<file path="src/rtl/axis_row_framer_pkg.sv">
// Shared definitions for the row framer: FSM encoding, row defaults, pad word, log2 helper.
// Latency: n/a (package only).
// Backpressure: n/a (package only).
package axis_row_framer_pkg;

    typedef enum logic [1:0] {
        PASS = 2'd0,
        PAD  = 2'd1,
        DROP = 2'd2
    } state_t;

    localparam int ROW_WIDTH_DEFAULT = 36;
    localparam int PAD_VALUE         = 0;

    // Number of bits needed to index 'value' distinct entries (ceil(log2(value))).
    function automatic int clogb2(input int value);
        int r;
        r = 0;
        for (int v = value - 1; v > 0; v = v >> 1) begin
            r = r + 1;
        end
        return r;
    endfunction

endpackage

</file>
<file path="src/rtl/axis_skid_buffer.sv">
// Two-entry skid buffer with registered valid on the output and registered ready on the input.
// Latency: 1 cycle from input handshake to out_vld; 1 word/cycle sustained.
// Backpressure: in_rdy drops only once both entries hold data; full_nxt lets the caller pre-register its own ready.
module axis_skid_buffer #(
    parameter int PAYLOAD_W = 33
) (
    input  logic                 s00_axis_aclk,
    input  logic                 s00_axis_aresetn,
    input  logic                 in_vld,
    output logic                 in_rdy,
    input  logic [PAYLOAD_W-1:0] in_dat,
    output logic                 out_vld,
    input  logic                 out_rdy,
    output logic [PAYLOAD_W-1:0] out_dat,
    output logic                 full_nxt
);

    logic                 main_vld;
    logic                 skid_vld;
    logic                 main_vld_nxt;
    logic                 skid_vld_nxt;
    logic                 push;
    logic                 pop;
    logic [PAYLOAD_W-1:0] main_dat;
    logic [PAYLOAD_W-1:0] skid_dat;

    // The skid entry only fills when the output entry is held, so it alone signals full.
    assign in_rdy   = !skid_vld;
    assign push     = in_vld && in_rdy;
    assign pop      = main_vld && out_rdy;
    assign out_vld  = main_vld;
    assign out_dat  = main_dat;
    assign full_nxt = skid_vld_nxt;

    // Occupancy of both entries for the next cycle.
    always_comb begin
        main_vld_nxt = skid_vld || push || (main_vld && !pop);
        skid_vld_nxt = skid_vld ? !pop : (push && main_vld && !pop);
    end

    // Valid flags.
    always_ff @(posedge s00_axis_aclk or negedge s00_axis_aresetn) begin
        if (!s00_axis_aresetn) begin
            main_vld <= 1'b0;
            skid_vld <= 1'b0;
        end else begin
            main_vld <= main_vld_nxt;
            skid_vld <= skid_vld_nxt;
        end
    end

    // Payload movement: skid refills the output first, a new word lands wherever there is room.
    always_ff @(posedge s00_axis_aclk or negedge s00_axis_aresetn) begin
        if (!s00_axis_aresetn) begin
            main_dat <= '0;
            skid_dat <= '0;
        end else begin
            if (pop && skid_vld) begin
                main_dat <= skid_dat;
            end else if (push && (!main_vld || pop)) begin
                main_dat <= in_dat;
            end
            if (push && main_vld && !pop) begin
                skid_dat <= in_dat;
            end
        end
    end

endmodule

</file>
<file path="src/rtl/axis_row_framer.sv">
// Re-frames an arbitrary-length stream into whole rows, zero-padding the last row and truncating at row_limit.
// Latency: 1 cycle from input accept to m00_axis_tvalid; 1 word/cycle sustained.
// Backpressure: registered s00_axis_tready follows skid occupancy; held low while padding, forced high while dropping.
module axis_row_framer
    import axis_row_framer_pkg::*;
#(
    parameter int C_AXIS_TDATA_WIDTH = 32,
    parameter int ROW_WIDTH_IN_WORD  = ROW_WIDTH_DEFAULT,
    parameter int ROW_CNT_WIDTH      = 12
) (
    input  logic                              s00_axis_aclk,
    input  logic                              s00_axis_aresetn,
    input  logic [C_AXIS_TDATA_WIDTH-1:0]     s00_axis_tdata,
    input  logic [C_AXIS_TDATA_WIDTH/8-1:0]   s00_axis_tstrb,
    input  logic                              s00_axis_tlast,
    input  logic                              s00_axis_tvalid,
    output logic                              s00_axis_tready,
    output logic [C_AXIS_TDATA_WIDTH-1:0]     m00_axis_tdata,
    output logic [C_AXIS_TDATA_WIDTH/8-1:0]   m00_axis_tstrb,
    output logic                              m00_axis_tlast,
    output logic                              m00_axis_tvalid,
    input  logic                              m00_axis_tready,
    input  logic [ROW_CNT_WIDTH-1:0]          row_limit,
    output logic [ROW_CNT_WIDTH-1:0]          rows_in_frame,
    output logic                              frame_done,
    output logic                              frame_err
);

    localparam int STRB_W = C_AXIS_TDATA_WIDTH / 8;
    localparam int PTR_W  = (clogb2(ROW_WIDTH_IN_WORD) > 0) ? clogb2(ROW_WIDTH_IN_WORD) : 1;
    localparam logic [PTR_W-1:0] LAST_PTR = PTR_W'(ROW_WIDTH_IN_WORD - 1);

    typedef struct packed {
        logic                          last;
        logic [C_AXIS_TDATA_WIDTH-1:0] data;
    } beat_t;

    state_t                         state_q;
    state_t                         state_nxt;
    logic [PTR_W-1:0]               word_ptr;
    logic [ROW_CNT_WIDTH-1:0]       limit_q;
    logic [ROW_CNT_WIDTH-1:0]       rows_cur;
    logic [ROW_CNT_WIDTH-1:0]       limit_cur;
    logic [C_AXIS_TDATA_WIDTH-1:0]  masked_dat;
    logic                           frame_start;
    logic                           in_acc;
    logic                           row_end;
    logic                           limit_hit;
    logic                           push_vld;
    logic                           skid_rdy;
    logic                           skid_full_nxt;
    beat_t                          push_dat;
    beat_t                          pop_dat;

    // At the first word of a frame the previous frame's count and limit no longer apply.
    assign in_acc    = s00_axis_tvalid && s00_axis_tready;
    assign row_end   = (word_ptr == LAST_PTR);
    assign rows_cur  = frame_start ? '0 : rows_in_frame;
    assign limit_cur = frame_start ? row_limit : limit_q;
    assign limit_hit = row_end && (limit_cur != '0) && ((rows_cur + ROW_CNT_WIDTH'(1)) == limit_cur);

    // Byte strobe masking: a deasserted strobe zeroes its byte.
    always_comb begin
        masked_dat = '0;
        for (int i = 0; i < STRB_W; i++) begin
            masked_dat[8*i +: 8] = s00_axis_tstrb[i] ? s00_axis_tdata[8*i +: 8] : 8'h00;
        end
    end

    // FSM state register.
    always_ff @(posedge s00_axis_aclk or negedge s00_axis_aresetn) begin
        if (!s00_axis_aresetn) begin
            state_q <= PASS;
        end else begin
            state_q <= state_nxt;
        end
    end

    // FSM next state: short frames pad out, over-long frames drop their tail.
    always_comb begin
        state_nxt = state_q;
        case (state_q)
            PASS: begin
                if (in_acc) begin
                    if (s00_axis_tlast) begin
                        state_nxt = row_end ? PASS : PAD;
                    end else if (limit_hit) begin
                        state_nxt = DROP;
                    end
                end
            end
            PAD: begin
                if (push_vld && row_end) begin
                    state_nxt = PASS;
                end
            end
            DROP: begin
                if (in_acc && s00_axis_tlast) begin
                    state_nxt = PASS;
                end
            end
            default: state_nxt = PASS;
        endcase
    end

    // FSM outputs: what goes into the skid this cycle. Input tlast takes priority over the limit.
    always_comb begin
        push_vld = 1'b0;
        push_dat = '0;
        case (state_q)
            PASS: begin
                push_vld      = in_acc;
                push_dat.data = masked_dat;
                push_dat.last = s00_axis_tlast ? row_end : limit_hit;
            end
            PAD: begin
                push_vld      = skid_rdy;
                push_dat.data = C_AXIS_TDATA_WIDTH'(PAD_VALUE);
                push_dat.last = row_end;
            end
            default: begin
                push_vld = 1'b0;
            end
        endcase
    end

    // Row bookkeeping on every pushed word, plus the sticky truncation flag.
    always_ff @(posedge s00_axis_aclk or negedge s00_axis_aresetn) begin
        if (!s00_axis_aresetn) begin
            word_ptr      <= '0;
            rows_in_frame <= '0;
            limit_q       <= '0;
            frame_start   <= 1'b1;
            frame_err     <= 1'b0;
        end else begin
            if (push_vld) begin
                word_ptr      <= row_end ? '0 : word_ptr + PTR_W'(1);
                rows_in_frame <= rows_cur + ROW_CNT_WIDTH'(row_end);
                frame_start   <= push_dat.last;
                if (frame_start) begin
                    limit_q <= row_limit;
                end
            end
            if ((state_q == PASS) && in_acc && frame_start) begin
                frame_err <= 1'b0;
            end
            if ((state_q == PASS) && in_acc && limit_hit && !s00_axis_tlast) begin
                frame_err <= 1'b1;
            end
        end
    end

    // Ready is registered from next-cycle state and skid occupancy, so an accepted word always has room.
    always_ff @(posedge s00_axis_aclk or negedge s00_axis_aresetn) begin
        if (!s00_axis_aresetn) begin
            s00_axis_tready <= 1'b0;
            frame_done      <= 1'b0;
        end else begin
            s00_axis_tready <= (state_nxt == DROP) || ((state_nxt == PASS) && !skid_full_nxt);
            frame_done      <= m00_axis_tvalid && m00_axis_tready && m00_axis_tlast;
        end
    end

    axis_skid_buffer #(
        .PAYLOAD_W ($bits(beat_t))
    ) u_skid (
        .s00_axis_aclk    (s00_axis_aclk),
        .s00_axis_aresetn (s00_axis_aresetn),
        .in_vld           (push_vld),
        .in_rdy           (skid_rdy),
        .in_dat           (push_dat),
        .out_vld          (m00_axis_tvalid),
        .out_rdy          (m00_axis_tready),
        .out_dat          (pop_dat),
        .full_nxt         (skid_full_nxt)
    );

    assign m00_axis_tdata = pop_dat.data;
    assign m00_axis_tlast = pop_dat.last;
    assign m00_axis_tstrb = '1;

endmodule

</file>
<file path="config.mk">
export PLATFORM = sky130hd
export DESIGN_NAME = axis_row_framer
export DESIGN_NICKNAME = d
export VERILOG_FILES = /design/src/rtl/axis_row_framer_pkg.sv /design/src/rtl/axis_skid_buffer.sv /design/src/rtl/axis_row_framer.sv
export SDC_FILE = /design/constraint.sdc
export NUM_CORES = 1
export LEC_CHECK = 0
export ABC_AREA = 1
export BUFFER_PORTS_ARGS = -buffer_cell sky130_fd_sc_hd__buf_2
export CAP_MARGIN = 20
export CORE_ASPECT_RATIO = 0.6
export CORE_MARGIN = 1
export CORE_UTILIZATION = 51
export DETAILED_ROUTE_END_ITERATION = 6
export MAX_ROUTING_LAYER = met4
export PLACE_DENSITY = 0.77
export SYNTH_ARGS = -nofsm -noshare
export SYNTH_HDL_FRONTEND = slang
export SYNTH_HIERARCHICAL = 1
export SYNTH_SLANG_ARGS = --single-unit
</file>
<file path="constraint.sdc">
create_clock -name s00_axis_aclk -period 2 [get_ports s00_axis_aclk]
set_input_delay 0.2 -clock s00_axis_aclk [delete_from_list [all_inputs] [get_ports s00_axis_aclk]]
set_output_delay 0.2 -clock s00_axis_aclk [all_outputs]
set_load 0.01 [all_outputs]
</file>
==> results of run 1 <==
## synth_stat cells (all sizes together) (2+ instances only)
master	instances	share of area, %
clkbuf	4	0.25
nor2	69	4.9
ha	3	0.62
nand2	389	25
a21oi	5	0.48
nand4	38	3.9
xnor2	5	0.73
nor3	2	0.17
o21ai	22	1.8
xor2	8	1.2
inv	62	3.9
dfrtp	103	43
buf	50	5.2
nand3	98	8.5
## repair_timing
action | in CTS | in global routing
cloned | 0 | 1
setup buffers | 1 | 6
endpoints found under the hold margin | 33 | 0
endpoints found under the setup margin | 39 | 83
hold buffers | 1 | 0
resized for setup | 22 | 20
pin swaps | 12 | 15
## power by group
| part | internal, mW | switching [mW] | total (mW) | leakage, nW |
|---|---|---|---|---|
| registers | 2.78 | 0.389 | 3.16 | 1.37 |
| clock network | 1.01 | 0.784 | 1.79 | 0.143 |
| logic | 1.33 | 2.41 | 3.74 | 2.63 |
| total | 5.11 | 3.58 | 8.69 | 4.14 |
## cell families (layout without fill, tap and decap cells)
| family | after synthesis | in the layout |
|---|---|---|
| XOR/XNOR | 13 | 13 |
| flip-flops | 104 | 104 |
| AND/OR/NAND/NOR | 598 | 599 |
| buffers and inverters | 117 | 243 |
| other | 1 | 5 |
| AO/OA/AOI/OAI | 27 | 27 |
| adder cells (fa/ha/maj) | 3 | 3 |
## cell type report
cell class | instances | area, um^2
tap | 160 | 200
multi-input combinational | 646 | 3020
antenna | 1 | 2.50
sequential | 104 | 2600
inverter | 63 | 245
fill | 1026 | 3960
timing repair buffer | 164 | 1070
clock buffer | 12 | 246
clock inverter | 4 | 51.3
## tightest hold or removal path: stages
cell and delay [ns]:
sky130_fd_sc_hd__buf_2 0.09, sky130_fd_sc_hd__nand2_1 0.05, sky130_fd_sc_hd__nor2_1 0.05, sky130_fd_sc_hd__nand3_1 0.07
sky130_fd_sc_hd__nand2_1 0.05
## path summary, 6_finish.rpt
| kind | end | slack, ns |
|---|---|---|
| worst max-delay path | s00_axis_tready | -0.15 |
| worst min-delay path | u_skid/skid_dat[16] | 0.21 |
| worst max register to register | s00_axis_tready | -0.15 |
| worst min register to register | u_skid/skid_dat[24] | 0.48 |
| max in group asynchronous | frame_start | 0.96 |
| min in group asynchronous | u_skid/out_dat[22] | 0.36 |
## metrics by stage
step	setup TNS (ns)	instances	power, mW	utilization [%]	cell area [um^2]
after detailed placement	-0.954	1129	6.58	60.6	6920
after CTS	-0.349	1147	8.46	64.0	7300
after global routing	-9.21	1154	9.32	65.3	7450
after global placement	-0.760	1129	6.51	60.6	6920
final	-1.08	1154	8.69	65.3	7450
after floorplan	0	866	5.50	-	6060
## layer usage
metal	vias up	routed length (um)
met4	0	165
li1	2962	-
met1	2809	8320
met3	13	1330
met5	-	0
met2	253	6730
## registers in the layout, summed over array words and instances (netlist names)
name and flops:
u_skid/out_dat 33, u_skid/skid_vld 1, word_ptr 6, limit_q 12, u_skid/skid_dat 33, u_skid/out_vld 1, s00_axis_tready 1, frame_done 1
state_q 2, frame_err 1, rows_in_frame 12, frame_start 1
==> run_summary.xml, run 1 <==
<?xml version="1.0" encoding="UTF-8"?>
<metrics>
  <group name="critical_path">
    <metric name="critPathSlowestCell" unit="">sky130_fd_sc_hd__dfstp_2</metric>
    <metric name="crit_path_cells" unit="">inv_4, nand2_4, inv_4, ha_4, inv_2, nand2_2, nand3_2, nor2_2, nand2_1, nor2_1, nand3_1, nor2_2, nand2_1, nand2_1, nand2_2, a21oi_2</metric>
    <metric name="end_kind" unit="">flip-flop</metric>
    <metric name="critical_path_depth" unit="">16</metric>
    <metric name="critPathMaxStageDelay" unit="ns">0.59</metric>
    <metric name="crit_buf_inv" unit="">3</metric>
    <metric name="worstSetupStartpoint" unit="">frame_start</metric>
    <metric name="timing.critical_path.mode_cell" unit="">sky130_fd_sc_hd__nand2_1</metric>
    <metric name="r2r-start" unit="">frame_start</metric>
    <metric name="crit_arrival" unit="ns">2.43</metric>
    <metric name="critical_path.startpoint_type" unit="">flip-flop</metric>
    <metric name="r2r_cells" unit="">16</metric>
    <metric name="path_max_fanout" unit="">4</metric>
    <metric name="critical_path_required" unit="ns">2.27</metric>
    <metric name="cp_top_family" unit="">simple AND/OR/NAND/NOR gates</metric>
    <metric name="timing_worst_setup_path_type" unit="">flip-flop to flip-flop</metric>
  </group>
  <group name="logic_synthesis">
    <metric name="synthArstFlopShare" unit="%">100</metric>
    <metric name="synthesis.area_per_instance" unit="um^2">6.98</metric>
    <metric name="synth_edf_count" unit="">0</metric>
    <metric name="synth.yosys.seq_area_share" unit="%">43.2</metric>
    <metric name="synth_cell_types" unit="">32</metric>
    <metric name="synth_compound_area_share" unit="%">2.31</metric>
    <metric name="combinational_family_with_the_most_area_after_synthesis" unit="">simple AND/OR/NAND/NOR gates</metric>
    <metric name="simple_gate_share_of_the_synthesized_area" unit="%">42.5</metric>
    <metric name="synth_warnings" unit="">6</metric>
    <metric name="fraction_of_synthesized_cell_area_in_xor_and_xnor_cells" unit="%">1.89</metric>
    <metric name="ys_seq_elements" unit="">104</metric>
    <metric name="synth_fa_ha_area_share" unit="%">0.623</metric>
    <metric name="synthFlopType" unit="">sky130_fd_sc_hd__dfrtp_1</metric>
    <metric name="synth_cells" unit="">863</metric>
    <metric name="post_synth_mux_area_share" unit="%">0</metric>
    <metric name="syn-cell-area" unit="um^2">6020</metric>
  </group>
  <group name="global_route">
    <metric name="wire_length_of_the_first_global_routing_pass" unit="um">26500</metric>
    <metric name="busiest_layer" unit="">met1</metric>
    <metric name="grt_remaining_overflow" unit="">0</metric>
    <metric name="initial_antenna_violation_count" unit="">1</metric>
    <metric name="globalRouteMet1Util" unit="%">44.3</metric>
    <metric name="pin_count_of_the_biggest_net_entering_global_routing" unit="">42</metric>
    <metric name="use_met3" unit="%">4.86</metric>
    <metric name="globalRouteTotalUtil" unit="%">28.8</metric>
    <metric name="global_route.usage.met2" unit="%">38.8</metric>
    <metric name="grt_pass1_vias" unit="">5286</metric>
  </group>
  <group name="sta">
    <metric name="timing.final.max_slew_violations" unit="">0</metric>
    <metric name="fin_worst_hold_slack" unit="ns">0.206</metric>
    <metric name="final.min_clock_period" unit="ns">2.15</metric>
    <metric name="final_min_period_over_clock_period" unit="%">108</metric>
    <metric name="max_freq" unit="GHz">0.465</metric>
    <metric name="finClkSkew" unit="ns">0.00586</metric>
    <metric name="rsz_0062_raised_after_global_routing" unit="">yes</metric>
    <metric name="final.setup.worst_slack" unit="ns">-0.153</metric>
    <metric name="timing.final.hold_violations" unit="">0</metric>
    <metric name="setup_viol_count_final" unit="">42</metric>
  </group>
  <group name="cells_and_area">
    <metric name="most_frequent_cells_in_the_layout" unit="">sky130_fd_sc_hd__nand2_1, sky130_fd_sc_hd__dfrtp_1, sky130_fd_sc_hd__buf_2, sky130_fd_sc_hd__nand3_1, sky130_fd_sc_hd__nor2_1</metric>
    <metric name="final_common_cell" unit="">sky130_fd_sc_hd__nand2_1</metric>
    <metric name="layout.nets" unit="">1044</metric>
    <metric name="area.growth.synth_to_final" unit="%">23.7</metric>
    <metric name="fraction_of_layout_instances_using_a_drive_strength_above_1" unit="%">23.7</metric>
  </group>
  <group name="floorplanning">
    <metric name="row_count" unit="">30</metric>
    <metric name="design.portCount" unit="">106</metric>
    <metric name="die_width" unit="um">142</metric>
    <metric name="dieHeight" unit="um">86.2</metric>
    <metric name="initial_utilization" unit="%">52.8</metric>
    <metric name="core_area" unit="um^2">11400</metric>
    <metric name="dieArea" unit="um^2">12300</metric>
  </group>
  <group name="power_and_ir_drop">
    <metric name="power_leakage" unit="nW">4.14</metric>
    <metric name="vdd_drop_max" unit="uV">565</metric>
    <metric name="power-per-cell-area" unit="nW/um^2">1170</metric>
  </group>
  <group name="detailed_routing">
    <metric name="route.vias.total" unit="">6037</metric>
    <metric name="routed_wl" unit="um">16500</metric>
    <metric name="drt_pre_antenna_iters" unit="">6</metric>
    <metric name="detail_route.iter0.violations" unit="">516</metric>
    <metric name="route.antenna.remaining_nets" unit="">0</metric>
    <metric name="vias_per_cell" unit="">5.23</metric>
    <metric name="drt_drc_violations_left" unit="">0</metric>
    <metric name="drt-wirelength-per-cell" unit="um">14.3</metric>
  </group>
  <group name="run_status">
    <metric name="run_status" unit="">finished, violations left</metric>
    <metric name="failed_checks" unit="">negative setup slack</metric>
  </group>
  <group name="placed_design">
    <metric name="place.detailed.hpwl" unit="um">11400</metric>
    <metric name="buffer_ports.inserted" unit="">101</metric>
    <metric name="gp_congestion" unit="">0.942</metric>
    <metric name="detailedPlace.worstSlack" unit="ns">-0.203</metric>
  </group>
  <group name="clock_tree">
    <metric name="cts_root_buf" unit="">sky130_fd_sc_hd__clkbuf_16</metric>
    <metric name="total_number_of_h_tree_levels" unit="">3</metric>
    <metric name="cts_num_sinks" unit="">104</metric>
    <metric name="numCtsBuffers" unit="">9</metric>
    <metric name="clk-insertion-delay-late" unit="ns">0.34</metric>
    <metric name="clock_path_buffers" unit="">2</metric>
    <metric name="clkSlewWorstSetupHoldPaths" unit="ns">0.07</metric>
    <metric name="clock_tree_from_tritoncts" unit="">yes</metric>
  </group>
  <group name="worst_hold_path">
    <metric name="holdCritStartpoint" unit="">s00_axis_tdata[16]</metric>
    <metric name="worstHoldPathType" unit="">input port to flip-flop</metric>
    <metric name="whs_path_cells" unit="">5</metric>
  </group>
  <group name="flow_run">
    <metric name="timing.max_cap.violations" unit="">0</metric>
  </group>
</metrics>
(Power assumes the default switching activity.)
==> run 2, diff against run 1 <==
Settings changed: CORE_UTILIZATION 51 to 50, PLACE_DENSITY 0.77 to 0.76, SYNTH_HIERARCHICAL 1 to default.
==> run 2 against run 1 <==
Net effect:
- the flow still finishes with violations (negative setup slack)
- maximum frequency down 0.41%
- power increased by 7.9%
- clock power rose by 4%
- sequential power up 8.9%
- clock skew increased by 0.0029 ns
- global-route usage decreased by 0.48 points
- sequential share of layout area increased by 3.5 points
- final cell count down 12%
- die area fell by 9.0%
- largest power group unchanged
==> run_summary.xml, run 2 <==
<?xml version="1.0" encoding="UTF-8"?>
<metrics>
  <group name="sta">
    <metric name="timing.max_slew.rel_slack" unit="%">60.9</metric>
    <metric name="timing.final.max_slew_violations" unit="">0</metric>
    <metric name="final.min_clock_period" unit="ns">2.16</metric>
    <metric name="totalNegativeSetupSlack" unit="ns">-0.745</metric>
    <metric name="max_freq" unit="GHz">0.463</metric>
    <metric name="final.setup.worst_slack" unit="ns">-0.161</metric>
    <metric name="rsz_0062_raised_after_global_routing" unit="">yes</metric>
    <metric name="timing.final.hold_violations" unit="">0</metric>
    <metric name="tightestPinTransition" unit="ns">0.587</metric>
    <metric name="fin_worst_hold_slack" unit="ns">0.114</metric>
    <metric name="finClkSkew" unit="ns">0.00872</metric>
    <metric name="final_min_period_over_clock_period" unit="%">108</metric>
    <metric name="setup_viol_count_final" unit="">6</metric>
  </group>
  <group name="floorplanning">
    <metric name="core_area" unit="um^2">10100</metric>
    <metric name="design.portCount" unit="">106</metric>
    <metric name="dieHeight" unit="um">82.2</metric>
    <metric name="row_count" unit="">28</metric>
    <metric name="dieArea" unit="um^2">11200</metric>
    <metric name="initial_utilization" unit="%">53.0</metric>
    <metric name="die_width" unit="um">136</metric>
  </group>
  <group name="placed_design">
    <metric name="place.detailed.hpwl" unit="um">10000</metric>
    <metric name="detailedPlace.worstSlack" unit="ns">-0.135</metric>
    <metric name="buffer_ports.inserted" unit="">101</metric>
    <metric name="gp_congestion" unit="">0.974</metric>
    <metric name="post-place-cells" unit="">998</metric>
  </group>
  <group name="global_route">
    <metric name="initial_antenna_violation_count" unit="">0</metric>
    <metric name="pin_count_of_the_biggest_net_entering_global_routing" unit="">105</metric>
    <metric name="grt_pass1_vias" unit="">4630</metric>
    <metric name="globalRouteTotalUtil" unit="%">28.3</metric>
    <metric name="grt_remaining_overflow" unit="">0</metric>
    <metric name="wire_length_of_the_first_global_routing_pass" unit="um">23200</metric>
  </group>
  <group name="cells_and_area">
    <metric name="postLayoutCoreUtil" unit="%">66.9</metric>
    <metric name="area.growth.synth_to_final" unit="%">26.4</metric>
    <metric name="area_occupied_by_multi_input_gates" unit="um^2">2380</metric>
    <metric name="final_common_cell" unit="">sky130_fd_sc_hd__nand2_1</metric>
    <metric name="fraction_of_layout_instances_using_a_drive_strength_above_1" unit="%">23.0</metric>
    <metric name="layout.cells.non_filler" unit="">1021</metric>
    <metric name="most_frequent_cells_in_the_layout" unit="">sky130_fd_sc_hd__nand2_1, sky130_fd_sc_hd__nor2_1, sky130_fd_sc_hd__dfrtp_1, sky130_fd_sc_hd__buf_2, sky130_fd_sc_hd__inv_1</metric>
    <metric name="register_area" unit="um^2">2600</metric>
    <metric name="fillerInstances" unit="">862</metric>
    <metric name="layout.nets" unit="">937</metric>
    <metric name="antenna_cells" unit="">0</metric>
  </group>
  <group name="logic_synthesis">
    <metric name="synth_cell_types" unit="">28</metric>
    <metric name="synth.most_common_cell" unit="">sky130_fd_sc_hd__nand2_1</metric>
    <metric name="synth_top_cell_area_share" unit="%">48.1</metric>
    <metric name="yosys-top-cells-area" unit="">sky130_fd_sc_hd__dfrtp_1, sky130_fd_sc_hd__nand2_1, sky130_fd_sc_hd__nor2_1</metric>
    <metric name="syn-cell-area" unit="um^2">5360</metric>
    <metric name="synth_top_area_cell" unit="">sky130_fd_sc_hd__dfrtp_1</metric>
    <metric name="ys_seq_elements" unit="">104</metric>
    <metric name="netlist_top_cells_count" unit="">sky130_fd_sc_hd__nand2_1, sky130_fd_sc_hd__nor2_1, sky130_fd_sc_hd__dfrtp_1</metric>
    <metric name="synth_cells" unit="">745</metric>
    <metric name="synthesis.area_per_instance" unit="um^2">7.20</metric>
    <metric name="synthFlopType" unit="">sky130_fd_sc_hd__dfrtp_1</metric>
    <metric name="synth_warnings" unit="">0</metric>
    <metric name="synth.yosys.seq_area_share" unit="%">48.6</metric>
    <metric name="synth_edf_count" unit="">0</metric>
    <metric name="synthArstFlopShare" unit="%">100</metric>
  </group>
  <group name="critical_path">
    <metric name="timing_worst_setup_path_type" unit="">flip-flop to flip-flop</metric>
    <metric name="critical_path_required" unit="ns">2.28</metric>
    <metric name="critical_path.startpoint_type" unit="">flip-flop</metric>
    <metric name="crit_arrival" unit="ns">2.44</metric>
    <metric name="path_max_fanout" unit="">7</metric>
    <metric name="worstSetupStartpoint" unit="">frame_start</metric>
    <metric name="end_kind" unit="">flip-flop</metric>
    <metric name="r2r-start" unit="">frame_start</metric>
  </group>
  <group name="detailed_routing">
    <metric name="drt-wirelength-per-cell" unit="um">14.1</metric>
    <metric name="detail_route.iter0.violations" unit="">483</metric>
    <metric name="route.vias.total" unit="">5182</metric>
    <metric name="route.antenna.remaining_nets" unit="">0</metric>
    <metric name="routed_wl" unit="um">14400</metric>
    <metric name="vias_per_cell" unit="">5.08</metric>
    <metric name="drt_pre_antenna_iters" unit="">5</metric>
    <metric name="drt_drc_violations_left" unit="">0</metric>
  </group>
  <group name="clock_tree">
    <metric name="clock_tree_from_tritoncts" unit="">yes</metric>
    <metric name="clk-insertion-delay-late" unit="ns">0.35</metric>
    <metric name="cts_num_sinks" unit="">104</metric>
    <metric name="cts_root_buf" unit="">sky130_fd_sc_hd__clkbuf_16</metric>
    <metric name="total_number_of_h_tree_levels" unit="">3</metric>
    <metric name="numCtsBuffers" unit="">9</metric>
    <metric name="clkSlewWorstSetupHoldPaths" unit="ns">0.07</metric>
    <metric name="clock_path_buffers" unit="">2</metric>
  </group>
  <group name="flow_run">
    <metric name="timing.max_cap.violations" unit="">0</metric>
  </group>
  <group name="power_and_ir_drop">
    <metric name="power-per-cell-area" unit="nW/um^2">1390</metric>
    <metric name="power_leakage" unit="nW">3.74</metric>
    <metric name="vdd_drop_max" unit="uV">688</metric>
  </group>
  <group name="run_status">
    <metric name="failed_checks" unit="">negative setup slack</metric>
    <metric name="run_status" unit="">finished, violations left</metric>
  </group>
  <group name="worst_hold_path">
    <metric name="worstHoldPathType" unit="">input port to flip-flop</metric>
    <metric name="holdCritStartpoint" unit="">m00_axis_tready</metric>
  </group>
</metrics>
## run 2: final timing paths
check,to,slack [ns],cells after the start
min in group asynchronous,limit_q[11],0.41,3
max in group asynchronous,limit_q[2],1.11,3
hold / removal,frame_done,0.11,3
setup / recovery,s00_axis_tready,-0.16,14
setup reg to reg,s00_axis_tready,-0.16,14
hold reg to reg,u_skid.skid_dat[27],0.48,2
## run 2: metal layers
metal  vias to the layer above  GRT usage (%)  share of wire (%)
li1                       2558              -                  -
met1                      2404           40.9                 47
met2                       206           39.4                 43
met3                        14           6.65                9.1
met4                         0           7.30                1.0
met5                         -              -                  0
## run 2: report_power, final
group          internal, mW  switching (mW)
Clock                  1.03           0.837
Sequential             2.95           0.492
Combinational          1.58            2.51
## run 2: worst max-delay path, cell delays in order (launching register included)
cell and delay, ns:
sky130_fd_sc_hd__dfstp_2 0.59, sky130_fd_sc_hd__buf_6 0.16, sky130_fd_sc_hd__buf_4 0.12, sky130_fd_sc_hd__nor2_1 0.07
sky130_fd_sc_hd__nand2_1 0.13, sky130_fd_sc_hd__nor2_1 0.07, sky130_fd_sc_hd__nand2_1 0.08, sky130_fd_sc_hd__nand2_1 0.06
sky130_fd_sc_hd__nand2_1 0.07, sky130_fd_sc_hd__nand2_1 0.07, sky130_fd_sc_hd__nor3_2 0.25, sky130_fd_sc_hd__nand3_2 0.13
sky130_fd_sc_hd__nand2_2 0.08, sky130_fd_sc_hd__nand2_2 0.06, sky130_fd_sc_hd__a21oi_2 0.14
## run 2: cell families after synthesis
logic type / after synthesis / synth area share, %
AND/OR/NAND/NOR: 440 / 32.3
buffers and inverters: 120 / 9.26
flip-flops: 104 / 48.6
AO/OA/AOI/OAI: 61 / 6.51
XOR/XNOR: 16 / 2.61
adder cells (fa/ha/maj): 3 / 0.700
other: 1 / 0.0699
## run 2: what timing repair did
item	CTS	global route
endpoints found under the hold margin	103	0
setup buffers	3	3
hold buffers	1	0
pin swaps	3	3
gates cloned	0	0
setup endpoints to repair	38	50
resized for setup	18	12
## run 2: through the flow
step | cell area [um^2] | total power, mW
floorplan | 5400 | 5.79
global placement | 6310 | 7.21
detailed placement | 6310 | 7.35
CTS | 6720 | 9.33
global route | 6780 | 10.1
finish | 6780 | 9.38
## run 2: final cells by class
class	instances	area share, %
clock inverters	6	1.13
inverters	91	5.12
repair buffers	151	14.1
clock buffers	10	3.53
flip-flops and latches	104	38.4
multi-input cells	524	35.2
well taps	135	2.49
==> run 3, diff against run 2 <==
Settings changed: ABC_AREA 1 to default, PLACE_DENSITY 0.76 to 0.77.
==> run 3 against run 2 <==
Net effect:
- the run still ends with negative setup slack left
- non-clock buffer count rose by 23
- clock power shrank 3%
- critical path depth decreased by 6
- final cell count decreased by 16%
- first-iteration DRC count is 41% lower
- final area down 0.33%
- die area is 2.4% lower
- power is 1.3% lower
- utilization up 0.48 points
- global-route usage increased by 0.85 points
- synthesized area down 2.4%
- combinational power fell by 2%
- critical endpoint is now u_skid.out_dat[32]
- largest power group unchanged
==> run_summary.xml, run 3 <==
<?xml version="1.0" encoding="UTF-8"?>
<metrics>
  <group name="cells_and_area">
    <metric name="area.growth.synth_to_final" unit="%">29.1</metric>
    <metric name="most_frequent_cells_in_the_layout" unit="">sky130_fd_sc_hd__dfrtp_1, sky130_fd_sc_hd__buf_2, sky130_fd_sc_hd__nand2_1, sky130_fd_sc_hd__nor2_1, sky130_fd_sc_hd__buf_4</metric>
    <metric name="area_occupied_by_multi_input_gates" unit="um^2">2540</metric>
    <metric name="antenna_cells" unit="">0</metric>
    <metric name="layout.nets" unit="">770</metric>
    <metric name="fraction_of_layout_instances_using_a_drive_strength_above_1" unit="%">32.5</metric>
    <metric name="final_design_area_no_fill" unit="um^2">6750</metric>
    <metric name="register_area" unit="um^2">2600</metric>
    <metric name="final_common_cell" unit="">sky130_fd_sc_hd__dfrtp_1</metric>
    <metric name="fillerInstances" unit="">825</metric>
  </group>
  <group name="detailed_routing">
    <metric name="route.antenna.remaining_nets" unit="">0</metric>
    <metric name="drt_drc_violations_left" unit="">0</metric>
    <metric name="drt_pre_antenna_iters" unit="">5</metric>
    <metric name="vias_per_cell" unit="">5.72</metric>
    <metric name="route.vias.total" unit="">4885</metric>
    <metric name="routed_wl" unit="um">14800</metric>
    <metric name="detail_route.iter0.violations" unit="">286</metric>
    <metric name="drt-wirelength-per-cell" unit="um">17.3</metric>
  </group>
  <group name="logic_synthesis">
    <metric name="synth_warnings" unit="">0</metric>
    <metric name="ys_seq_elements" unit="">104</metric>
    <metric name="synth_cells" unit="">573</metric>
    <metric name="synth_edf_count" unit="">0</metric>
    <metric name="synth_cell_types" unit="">50</metric>
    <metric name="synthFlopType" unit="">sky130_fd_sc_hd__dfrtp_1</metric>
    <metric name="synth_top_area_cell" unit="">sky130_fd_sc_hd__dfrtp_1</metric>
    <metric name="synth.most_common_cell" unit="">sky130_fd_sc_hd__dfrtp_1</metric>
    <metric name="syn-cell-area" unit="um^2">5230</metric>
    <metric name="synth_top_cell_area_share" unit="%">49.3</metric>
    <metric name="synth.yosys.seq_area_share" unit="%">49.8</metric>
    <metric name="synthesis.area_per_instance" unit="um^2">9.13</metric>
    <metric name="yosys-top-cells-area" unit="">sky130_fd_sc_hd__dfrtp_1, sky130_fd_sc_hd__nand2_1, sky130_fd_sc_hd__nor2_1</metric>
    <metric name="synthArstFlopShare" unit="%">100</metric>
    <metric name="netlist_top_cells_count" unit="">sky130_fd_sc_hd__dfrtp_1, sky130_fd_sc_hd__nand2_1, sky130_fd_sc_hd__nor2_1</metric>
  </group>
  <group name="power_and_ir_drop">
    <metric name="power_leakage" unit="nW">3.15</metric>
    <metric name="power.combinational.fraction" unit="%">43.1</metric>
    <metric name="power_frac_clock" unit="%">19.4</metric>
    <metric name="power-per-cell-area" unit="nW/um^2">1370</metric>
    <metric name="power.sequential.fraction" unit="%">37.4</metric>
    <metric name="vdd_drop_max" unit="uV">673</metric>
    <metric name="total_switching_power" unit="mW">3.61</metric>
    <metric name="intPower" unit="mW">5.65</metric>
    <metric name="power.share.switching" unit="%">39.0</metric>
    <metric name="finalPower" unit="mW">9.26</metric>
  </group>
  <group name="sta">
    <metric name="max_freq" unit="GHz">0.419</metric>
    <metric name="final.setup.worst_slack" unit="ns">-0.384</metric>
    <metric name="final.min_clock_period" unit="ns">2.38</metric>
    <metric name="timing.max_slew.rel_slack" unit="%">63.5</metric>
    <metric name="finClkSkew" unit="ns">0.00749</metric>
    <metric name="setup_viol_count_final" unit="">11</metric>
    <metric name="timing.final.hold_violations" unit="">0</metric>
    <metric name="fin_worst_hold_slack" unit="ns">0.106</metric>
    <metric name="totalNegativeSetupSlack" unit="ns">-2.31</metric>
    <metric name="timing.final.max_slew_violations" unit="">0</metric>
    <metric name="tightestPinTransition" unit="ns">0.548</metric>
    <metric name="final_min_period_over_clock_period" unit="%">119</metric>
    <metric name="rsz_0062_raised_after_global_routing" unit="">yes</metric>
  </group>
  <group name="run_status">
    <metric name="run_status" unit="">finished, violations left</metric>
    <metric name="failed_checks" unit="">negative setup slack</metric>
  </group>
  <group name="global_route">
    <metric name="globalRouteTotalUtil" unit="%">29.1</metric>
    <metric name="pin_count_of_the_biggest_net_entering_global_routing" unit="">65</metric>
    <metric name="initial_antenna_violation_count" unit="">0</metric>
    <metric name="grt_remaining_overflow" unit="">0</metric>
    <metric name="grt_pass1_vias" unit="">4724</metric>
    <metric name="wire_length_of_the_first_global_routing_pass" unit="um">23700</metric>
  </group>
  <group name="placed_design">
    <metric name="place_area" unit="um^2">6230</metric>
    <metric name="buffer_ports.inserted" unit="">101</metric>
    <metric name="gp_congestion" unit="">0.982</metric>
    <metric name="place.detailed.hpwl" unit="um">10600</metric>
  </group>
  <group name="floorplanning">
    <metric name="die_width" unit="um">134</metric>
    <metric name="dieHeight" unit="um">81.2</metric>
    <metric name="row_count" unit="">28</metric>
    <metric name="core_area" unit="um^2">10000</metric>
    <metric name="dieArea" unit="um^2">10900</metric>
    <metric name="design.portCount" unit="">106</metric>
    <metric name="initial_utilization" unit="%">52.2</metric>
  </group>
  <group name="clock_tree">
    <metric name="clock_tree_from_tritoncts" unit="">yes</metric>
    <metric name="clkSlewWorstSetupHoldPaths" unit="ns">0.07</metric>
    <metric name="cts_num_sinks" unit="">104</metric>
    <metric name="total_number_of_h_tree_levels" unit="">3</metric>
    <metric name="cts_root_buf" unit="">sky130_fd_sc_hd__clkbuf_16</metric>
    <metric name="numCtsBuffers" unit="">9</metric>
    <metric name="clock_path_buffers" unit="">2</metric>
    <metric name="clk-insertion-delay-late" unit="ns">0.34</metric>
  </group>
  <group name="worst_hold_path">
    <metric name="whs_path_cells" unit="">2</metric>
    <metric name="worstHoldPathType" unit="">input port to flip-flop</metric>
  </group>
  <group name="critical_path">
    <metric name="r2r_cells" unit="">8</metric>
    <metric name="timing.critical_path.to" unit="">u_skid.out_dat[32]</metric>
    <metric name="r2r_slack" unit="ns">-0.38</metric>
    <metric name="r2r-start" unit="">frame_start</metric>
    <metric name="critical_path_required" unit="ns">2.25</metric>
    <metric name="worstSetupStartpoint" unit="">frame_start</metric>
    <metric name="critical_path.startpoint_type" unit="">flip-flop</metric>
    <metric name="crit-reg2reg-capture" unit="">u_skid.out_dat[32]</metric>
    <metric name="end_kind" unit="">flip-flop</metric>
    <metric name="timing_worst_setup_path_type" unit="">flip-flop to flip-flop</metric>
    <metric name="path_max_fanout" unit="">6</metric>
    <metric name="crit_arrival" unit="ns">2.63</metric>
  </group>
  <group name="flow_run">
    <metric name="timing.max_cap.violations" unit="">0</metric>
  </group>
</metrics>
run 3: layout make-up:
cell class / count / area share [%]
clock inverter: 5 / 0.908
timing repair buffer: 174 / 16.5
inverter: 6 / 0.334
tap: 135 / 2.50
clock buffer: 11 / 3.59
sequential: 104 / 38.6
multi-input combinational: 419 / 37.6
run 3: cells by family (layout without fill, tap and decap cells):
family / count (synthesis) / in the layout / share of synthesized area, %
AO/OA/AOI/OAI: 122 / 122 / 15.4
adder cells (fa/ha/maj): 3 / 3 / 0.718
flip-flops: 104 / 104 / 49.8
other: 1 / 4 / 0.0717
AND/OR/NAND/NOR: 250 / 250 / 21.8
buffers and inverters: 53 / 196 / 4.74
multiplexers: 18 / 18 / 3.76
XOR/XNOR: 22 / 22 / 3.68
run 3: per-layer routing:
metal | GRT usage (%) | share of wire, %
met3 | 7.24 | 7.5
met5 | - | 0
met2 | 42.7 | 44
met1 | 40.2 | 47
met4 | 7.98 | 1.1
run 3: repair_timing:
| item | in CTS | in global routing |
|---|---|---|
| buffers inserted | 6 | 3 |
| hold endpoints to repair | 34 | 0 |
| endpoints found under the setup margin | 11 | 14 |
| cloned | 1 | 0 |
| hold buffers | 1 | 0 |
| resized for setup | 25 | 8 |
| pin swaps | 9 | 7 |
run 3: through the flow:
step	utilization (%)	setup slack, ns	instances
after floorplan	-	-0.453	576
after global placement	62.2	-0.319	828
after detailed placement	62.2	-0.421	828
after CTS	66.8	-0.363	851
after global routing	67.4	-0.562	854
final	67.4	-0.384	854
run 3: worst min path at each step:
stage	endpoint	slack [ns]	from
after global placement	rows_in_frame[5]	0.20	s00_axis_aresetn
after CTS	limit_q[10]	0.09	row_limit[10]
final	limit_q[10]	0.11	row_limit[10]
after global routing	limit_q[10]	0.10	row_limit[10]
after detailed placement	rows_in_frame[5]	0.21	s00_axis_aresetn
after floorplan	frame_done	-0.1	s00_axis_aresetn
run 3: critical path, cell delays in order (launching register included):
cell and delay, ns:
sky130_fd_sc_hd__dfstp_2 0.65, sky130_fd_sc_hd__buf_6 0.15, sky130_fd_sc_hd__buf_4 0.13, sky130_fd_sc_hd__and4b_2 0.26
sky130_fd_sc_hd__and2_1 0.15, sky130_fd_sc_hd__mux2_2 0.26, sky130_fd_sc_hd__o22ai_1 0.17, sky130_fd_sc_hd__o2111ai_2 0.25
sky130_fd_sc_hd__o31ai_1 0.27
run 3: power groups by stage:
stage	Combinational, mW	Sequential [mW]	Clock, mW
4_1_cts	3.93	3.46	1.83
3_3_place_gp	3.63	3.42	0
6_report	3.99	3.47	1.80
5_1_grt	4.39	3.56	1.93
2_1_floorplan	2.27	3.53	0
3_5_place_dp	3.76	3.47	0
